<file path="config.mk">
export PLATFORM = sky130hd
export DESIGN_NAME = t_pulse_debouncer
export DESIGN_NICKNAME = d
export VERILOG_FILES = /design/src/rtl/t_pulse_debouncer.sv
export SDC_FILE = /design/constraint.sdc
export NUM_CORES = 1
export LEC_CHECK = 0
export CORE_MARGIN = 1.5
export CORE_UTILIZATION = 35
export CTS_CLUSTER_SIZE = 40
export DETAILED_ROUTE_END_ITERATION = 12
export PLACE_DENSITY = 0.62
export SYNTH_ARGS = -nofsm -noshare
export SYNTH_HDL_FRONTEND = slang
export SYNTH_SLANG_ARGS = --single-unit
</file>
<file path="constraint.sdc">
create_clock -name clk -period 1.54 [get_ports clk]
set_input_delay 0.308 -clock clk [delete_from_list [all_inputs] [get_ports clk]]
set_output_delay 0.308 -clock clk [all_outputs]
set_load 0.005 [all_outputs]
</file>
<file path="src/rtl/t_pulse_debouncer.sv">
// Pushbutton conditioner for the T flip-flop: synchronizes a raw button, debounces it and
// emits a single-clock toggle-enable pulse per accepted press, with optional hold-to-repeat.
module t_pulse_debouncer #(
    parameter int DEBOUNCE_CYCLES = 4,
    parameter int REPEAT_CYCLES   = 0
) (
    input  logic       clk,
    input  logic       rst,
    input  logic       btn_in,
    output logic       t_out,
    output logic       btn_level,
    output logic       busy,
    output logic [7:0] pulse_cnt,
    output logic [1:0] dbg_state
);

    localparam int CNT_W = $clog2(DEBOUNCE_CYCLES + 1);
    localparam int RPT_W = (REPEAT_CYCLES > 1) ? $clog2(REPEAT_CYCLES + 1) : 1;
    localparam logic [CNT_W-1:0] CNT_LAST = CNT_W'(DEBOUNCE_CYCLES - 1);
    localparam logic [RPT_W-1:0] RPT_LAST = RPT_W'((REPEAT_CYCLES > 0) ? REPEAT_CYCLES - 1 : 0);

    typedef enum logic [1:0] {
        IDLE        = 2'd0,
        DEB_PRESS   = 2'd1,
        PRESSED     = 2'd2,
        DEB_RELEASE = 2'd3
    } state_t;

    state_t           state_q, state_d;
    logic             sync0_q, sync0_d;
    logic             sync1_q, sync1_d;
    logic [CNT_W-1:0] cnt_q, cnt_d;
    logic [RPT_W-1:0] rpt_q, rpt_d;
    logic             t_out_q, t_out_d;
    logic             btn_level_q, btn_level_d;
    logic             busy_q, busy_d;
    logic [7:0]       pulse_cnt_q, pulse_cnt_d;
    logic             btn_s;

    assign btn_s = sync1_q;

    always_comb begin
        sync0_d     = btn_in;
        sync1_d     = sync0_q;
        state_d     = state_q;
        cnt_d       = cnt_q;
        rpt_d       = rpt_q;
        t_out_d     = 1'b0;
        btn_level_d = btn_level_q;
        pulse_cnt_d = pulse_cnt_q;

        case (state_q)
            IDLE: begin
                if (btn_s) begin
                    state_d = DEB_PRESS;
                    cnt_d   = CNT_W'(1);
                end
            end
            DEB_PRESS: begin
                if (!btn_s) begin
                    state_d = IDLE;
                    cnt_d   = '0;
                end else if (cnt_q == CNT_LAST) begin
                    state_d     = PRESSED;
                    t_out_d     = 1'b1;
                    btn_level_d = 1'b1;
                    cnt_d       = '0;
                    rpt_d       = '0;
                end else begin
                    cnt_d = cnt_q + 1'b1;
                end
            end
            PRESSED: begin
                if (!btn_s) begin
                    state_d = DEB_RELEASE;
                    cnt_d   = CNT_W'(1);
                end else if (REPEAT_CYCLES > 0) begin
                    if (rpt_q == RPT_LAST) begin
                        t_out_d = 1'b1;
                        rpt_d   = '0;
                    end else begin
                        rpt_d = rpt_q + 1'b1;
                    end
                end
            end
            DEB_RELEASE: begin
                // A high sample here is bounce on release: back to held, no new pulse.
                if (btn_s) begin
                    state_d = PRESSED;
                    rpt_d   = '0;
                end else if (cnt_q == CNT_LAST) begin
                    state_d     = IDLE;
                    btn_level_d = 1'b0;
                    cnt_d       = '0;
                end else begin
                    cnt_d = cnt_q + 1'b1;
                end
            end
            default: begin
                state_d = IDLE;
            end
        endcase

        if (t_out_d) begin
            pulse_cnt_d = pulse_cnt_q + 8'd1;
        end
        busy_d = (state_d == DEB_PRESS) || (state_d == DEB_RELEASE);
    end

    always_ff @(posedge clk) begin
        if (rst) begin
            state_q     <= IDLE;
            sync0_q     <= 1'b0;
            sync1_q     <= 1'b0;
            cnt_q       <= '0;
            rpt_q       <= '0;
            t_out_q     <= 1'b0;
            btn_level_q <= 1'b0;
            busy_q      <= 1'b0;
            pulse_cnt_q <= 8'd0;
        end else begin
            state_q     <= state_d;
            sync0_q     <= sync0_d;
            sync1_q     <= sync1_d;
            cnt_q       <= cnt_d;
            rpt_q       <= rpt_d;
            t_out_q     <= t_out_d;
            btn_level_q <= btn_level_d;
            busy_q      <= busy_d;
            pulse_cnt_q <= pulse_cnt_d;
        end
    end

    assign t_out     = t_out_q;
    assign btn_level = btn_level_q;
    assign busy      = busy_q;
    assign pulse_cnt = pulse_cnt_q;
    assign dbg_state = state_q;

endmodule

</file>
==> impl_results.html <==
<table>
<tr><th>Metric</th><th>Value</th></tr>
<tr><th colspan="2">Critical path</th></tr>
<tr><td>R2R Path Start</td><td>pulse_cnt[0]</td></tr>
<tr><td>Critical path type</td><td>reg2out</td></tr>
<tr><td>Cell with the largest stage delay on the worst path</td><td>sky130_fd_sc_hd__clkdlybuf4s50_1</td></tr>
<tr><td>Beginning of the critical path</td><td>pulse_cnt[2]</td></tr>
<tr><td>Critical path capture point type</td><td>output pin</td></tr>
<tr><td>Data required time of the worst path</td><td>1.23 ns</td></tr>
<tr><td>R2R setup slack</td><td>0.07 ns</td></tr>
<tr><td>Terminus of the critical flop-to-flop path</td><td>pulse_cnt[4]</td></tr>
<tr><td>Kind of cell adding the most delay to the critical path</td><td>buffers and inverters</td></tr>
<tr><td>Worst Reg2Reg Path Length in Cells</td><td>4</td></tr>
<tr><td>Critical Path Sink</td><td>pulse_cnt[2]</td></tr>
<tr><td>Worst endpoint data arrival time</td><td>1.18 ns</td></tr>
<tr><td>Maximum net fanout on the critical path</td><td>7</td></tr>
<tr><td>Launching element type of the critical path</td><td>flip-flop</td></tr>
<tr><td>Critical Path, Cell by Cell</td><td>clkdlybuf4s50_1</td></tr>
<tr><td>Critical path's largest stage delay</td><td>0.51 ns</td></tr>
<tr><td>Buffers &amp; Inverters on Critical Path</td><td>1</td></tr>
<tr><td>Crit. path cell count</td><td>1</td></tr>
<tr><th colspan="2">Global route</th></tr>
<tr><td>Global Route Usage Sum</td><td>13.82%</td></tr>
<tr><td>Antenna violations before repair</td><td>0</td></tr>
<tr><td>Vias in the first global route</td><td>593</td></tr>
<tr><td>Largest net degree at the start of global routing</td><td>11</td></tr>
<tr><td>Total congestion overflow after global routing</td><td>0</td></tr>
<tr><td>First-pass GRT wire length</td><td>2.663 mm</td></tr>
<tr><th colspan="2">Floorplanning</th></tr>
<tr><td>Die area</td><td>0.002531 mm^2</td></tr>
<tr><td>I/O pin total</td><td>16</td></tr>
<tr><td>CORE AREA</td><td>0.002042 mm^2</td></tr>
<tr><td>Die extent in x</td><td>50.31 um</td></tr>
<tr><td>Starting utilization of the core area</td><td>38.36%</td></tr>
<tr><td>Die height</td><td>50.31 um</td></tr>
<tr><td>Std cell rows</td><td>16</td></tr>
<tr><th colspan="2">Logic synthesis</th></tr>
<tr><td>Count of yosys warnings during synthesis</td><td>0</td></tr>
<tr><td>Share of synthesized area occupied by flip-flops and latches</td><td>46.01%</td></tr>
<tr><td>Seq cells post-synth</td><td>18</td></tr>
<tr><td>Number of instances in the synthesized netlist</td><td>87</td></tr>
<tr><td>Post-Syn Area</td><td>783.3 um^2</td></tr>
<tr><td>Syn_nets</td><td>92</td></tr>
<tr><td>Proportion of synthesized flip-flops having asynchronous set or reset</td><td>0%</td></tr>
<tr><td>Number of enable-type register cells in the synthesized netlist</td><td>0</td></tr>
<tr><td>Distinct cells, synth</td><td>25</td></tr>
<tr><td>Synth Flop Type</td><td>sky130_fd_sc_hd__dfxtp_1</td></tr>
<tr><td>Mean instance size in the synthesized netlist</td><td>9.003 um^2</td></tr>
<tr><th colspan="2">Power</th></tr>
<tr><td>Power Density</td><td>699.1 mW/mm^2</td></tr>
<tr><td>Sw Pwr</td><td>0.1631 mW</td></tr>
<tr><td>Total power</td><td>0.7628 mW</td></tr>
<tr><td>Power share of the sequential group</td><td>63.2%</td></tr>
<tr><td>Switching share of total power</td><td>21.39%</td></tr>
<tr><td>Combinational cell fraction of total power</td><td>8.0%</td></tr>
<tr><td>Leakage power total</td><td>0.4053 nW</td></tr>
<tr><td>Share of total power in the clock network</td><td>28.8%</td></tr>
<tr><td>Pint</td><td>0.5996 mW</td></tr>
<tr><td>Max VDD drop</td><td>0.0005073 V</td></tr>
<tr><th colspan="2">Flow run</th></tr>
<tr><td>MaxCap Viol Count</td><td>0</td></tr>
<tr><th colspan="2">Routing</th></tr>
<tr><td>Count of TritonRoute iterations in the first routing pass</td><td>4</td></tr>
<tr><td>Via count of the routed design</td><td>722</td></tr>
<tr><td>Average routed wire per standard cell</td><td>11.88 um</td></tr>
<tr><td>Detailed Route Iter0 Violations</td><td>5</td></tr>
<tr><td>WL final</td><td>1.651 mm</td></tr>
<tr><td>Residual DRC count</td><td>0</td></tr>
<tr><td>Via density</td><td>5.194</td></tr>
<tr><td>Antenna-violating nets left</td><td>0</td></tr>
<tr><th colspan="2">Placement</th></tr>
<tr><td>RePlAce Congestion</td><td>0.7716</td></tr>
<tr><td>DP Area</td><td>0.001006 mm^2</td></tr>
<tr><td>IO buf count</td><td>15</td></tr>
<tr><td>HPWL after DPL</td><td>1.187 mm</td></tr>
<tr><th colspan="2">CTS</th></tr>
<tr><td>Maximum number of buffers from clock root to sink</td><td>2</td></tr>
<tr><td>TritonCTS clock tree</td><td>built</td></tr>
<tr><td>Library cell used as clock root buffer</td><td>sky130_fd_sc_hd__clkbuf_4</td></tr>
<tr><td>Clk Latency, worst-skew pair</td><td>0.28 ns</td></tr>
<tr><td>Number of hold buffers added after CTS</td><td>0</td></tr>
<tr><td>Cts bufs inserted</td><td>3</td></tr>
<tr><td>Clock transition at path regs</td><td>0.09 ns</td></tr>
<tr><td>Number of H-tree levels</td><td>1</td></tr>
<tr><td>Number of sinks handled by clock tree synthesis</td><td>18</td></tr>
<tr><th colspan="2">Timing</th></tr>
<tr><td>Peak clock frequency supported by timing</td><td>672.7 MHz</td></tr>
<tr><td>Unrepaired setup endpoints after global routing</td><td>true</td></tr>
<tr><td>Normalized max-slew margin</td><td>78.77%</td></tr>
<tr><td>Minimum clock period after layout</td><td>1.486 ns</td></tr>
<tr><td>Transition time at the pin with the least slew margin</td><td>0.3161 ns</td></tr>
<tr><td>Final Hold Viols</td><td>0</td></tr>
<tr><td>Tcrit/Tclk final</td><td>96.52%</td></tr>
<tr><td>Setup violations, final</td><td>0</td></tr>
<tr><td>Post-Route Skew</td><td>0.002159 ns</td></tr>
<tr><td>Number of pins with negative max-slew slack in the final report</td><td>0</td></tr>
<tr><th colspan="2">Cells and area</th></tr>
<tr><td>Layout Area Growth over Synthesis</td><td>39.30%</td></tr>
<tr><td>Share of cells above drive strength 1</td><td>25.00%</td></tr>
<tr><td>Count of inserted antenna diode cells</td><td>0</td></tr>
<tr><td>Design Area, Final</td><td>0.001091 mm^2</td></tr>
<tr><td>Net count, final</td><td>119</td></tr>
<tr><th colspan="2">Worst hold path</th></tr>
<tr><td>Worst min-delay path class</td><td>reg2reg</td></tr>
<tr><th colspan="2">Status</th></tr>
<tr><td>Result of the run</td><td>complete, no violations</td></tr>
</table>
cell usage after synthesis (3+ instances only):
| master | number | share of area [%] |
|---|---|---|
| sky130_fd_sc_hd__nor2b_1 | 3 | 2.4 |
| sky130_fd_sc_hd__inv_1 | 3 | 1.4 |
| sky130_fd_sc_hd__nand3_1 | 3 | 1.9 |
| sky130_fd_sc_hd__o31ai_1 | 6 | 5.8 |
| sky130_fd_sc_hd__dfxtp_1 | 18 | 46 |
| sky130_fd_sc_hd__clkbuf_1 | 3 | 1.4 |
| sky130_fd_sc_hd__a21oi_1 | 14 | 8.9 |
| sky130_fd_sc_hd__or4_1 | 6 | 5.8 |
| sky130_fd_sc_hd__nand2_1 | 4 | 1.9 |
| sky130_fd_sc_hd__o21ai_0 | 3 | 1.9 |
| sky130_fd_sc_hd__o21ai_1 | 3 | 1.9 |
state kept, by name (all words and copies together), names as in the netlist:
name,flops
cnt_q,3
pulse_cnt,8
btn_s,1
busy,1
sync0_q,1
t_out,1
dbg_state,2
btn_level,1
how the worst min path moves through the flow:
stage                        from  endpoint  slack, ns  cells past startpoint
after floorplan           sync0_q     btn_s       0.41                      1
after global placement    sync0_q     btn_s       0.42                      1
after detailed placement  sync0_q     btn_s       0.44                      1
after CTS                 sync0_q     btn_s       0.46                      1
after global routing      sync0_q     btn_s       0.47                      1
final                     sync0_q     btn_s       0.46                      1
power groups by stage:
stage | Combinational [mW] | Clock, mW | Sequential (mW)
2_1_floorplan | 0.0265 | 0 | 0.493
3_3_place_gp | 0.0582 | 0 | 0.492
3_5_place_dp | 0.0583 | 0 | 0.492
4_1_cts | 0.0598 | 0.232 | 0.481
5_1_grt | 0.0677 | 0.254 | 0.483
6_report | 0.0607 | 0.220 | 0.482
cells by family (layout without fill, tap and decap cells):
family	count (synthesis)	in the layout	synth area share (%)
buffers and inverters	8	33	4.153
AO/OA/AOI/OAI	28	28	20.45
AND/OR/NAND/NOR	30	30	25.08
adder cells (fa/ha/maj)	2	2	3.194
flip-flops	18	18	46.01
XOR/XNOR	1	1	1.118
cell usage in the layout, fill, tap and decap left out:
cell	instances
sky130_fd_sc_hd__nand3b_1	2
sky130_fd_sc_hd__nand4b_4	1
sky130_fd_sc_hd__nand3_1	3
sky130_fd_sc_hd__o211ai_1	1
sky130_fd_sc_hd__o31ai_2	1
sky130_fd_sc_hd__nor3_1	2
sky130_fd_sc_hd__ha_4	1
sky130_fd_sc_hd__buf_4	11
sky130_fd_sc_hd__inv_1	3
sky130_fd_sc_hd__o21ai_0	3
sky130_fd_sc_hd__dfxtp_2	10
sky130_fd_sc_hd__buf_6	1
sky130_fd_sc_hd__clkdlybuf4s50_1	14
sky130_fd_sc_hd__o31ai_1	5
sky130_fd_sc_hd__dlygate4sd2_1	1
sky130_fd_sc_hd__ha_1	1
sky130_fd_sc_hd__clkbuf_4	3
sky130_fd_sc_hd__or4_1	6
sky130_fd_sc_hd__a21oi_1	14
sky130_fd_sc_hd__nand2b_1	2
sky130_fd_sc_hd__nor2b_1	3
sky130_fd_sc_hd__and2_1	1
sky130_fd_sc_hd__o21ai_1	3
sky130_fd_sc_hd__dfxtp_1	8
sky130_fd_sc_hd__xor2_1	1
sky130_fd_sc_hd__nand4b_1	1
sky130_fd_sc_hd__or3_1	2
sky130_fd_sc_hd__a21o_1	1
sky130_fd_sc_hd__nand4_1	1
sky130_fd_sc_hd__nor2_1	2
sky130_fd_sc_hd__nand2_1	4
timing repair:
item | CTS | global route
endpoints found under the setup margin | 7 | 12
gates resized for setup | 6 | 9
pin swaps | 1 | 3
setup buffers | 2 | 2
per-layer routing:
layer,part of all wire [%],global-route usage [%],wire [um],vias to the layer above
met5,0,0,0,-
met4,1.6,7.207,27,0
met3,3.5,2.679,58,4
met2,49,21.05,803,15
met1,46,18.42,761,332
li1,-,-,-,371
area by class of cell:
type                    instances  area [um^2]
fillers                       205        950.9
multi-input cells              61        407.9
flip-flops and latches         18        372.9
repair buffers                 27        242.7
well taps                      27        33.78
clock buffers                   3        22.52
inverters                       3        11.26
stage by stage:
step                 TNS, ns  utilization, %  cells  worst slack, ns  hold WS (ns)
floorplan                  0               -     87           0.1219        0.4138
global placement           0           49.26    132          0.05987        0.4231
detailed placement  -0.02059           49.26    132         -0.01582        0.4406
CTS                        0           51.41    137          0.01018        0.4603
global route        -0.03750           53.43    139         -0.02401        0.4733
finish                     0           53.43    139          0.05354        0.4595
worst reg2reg max path: cells and delay by family (launching register included):
kind | cells | cell delay [ns]
simple gates | 2 | 0.63
compound gates | 1 | 0.17
flops | 1 | 0.38
fa+ha+maj | 1 | 0.21
Power figures use the tool's default switching activity.
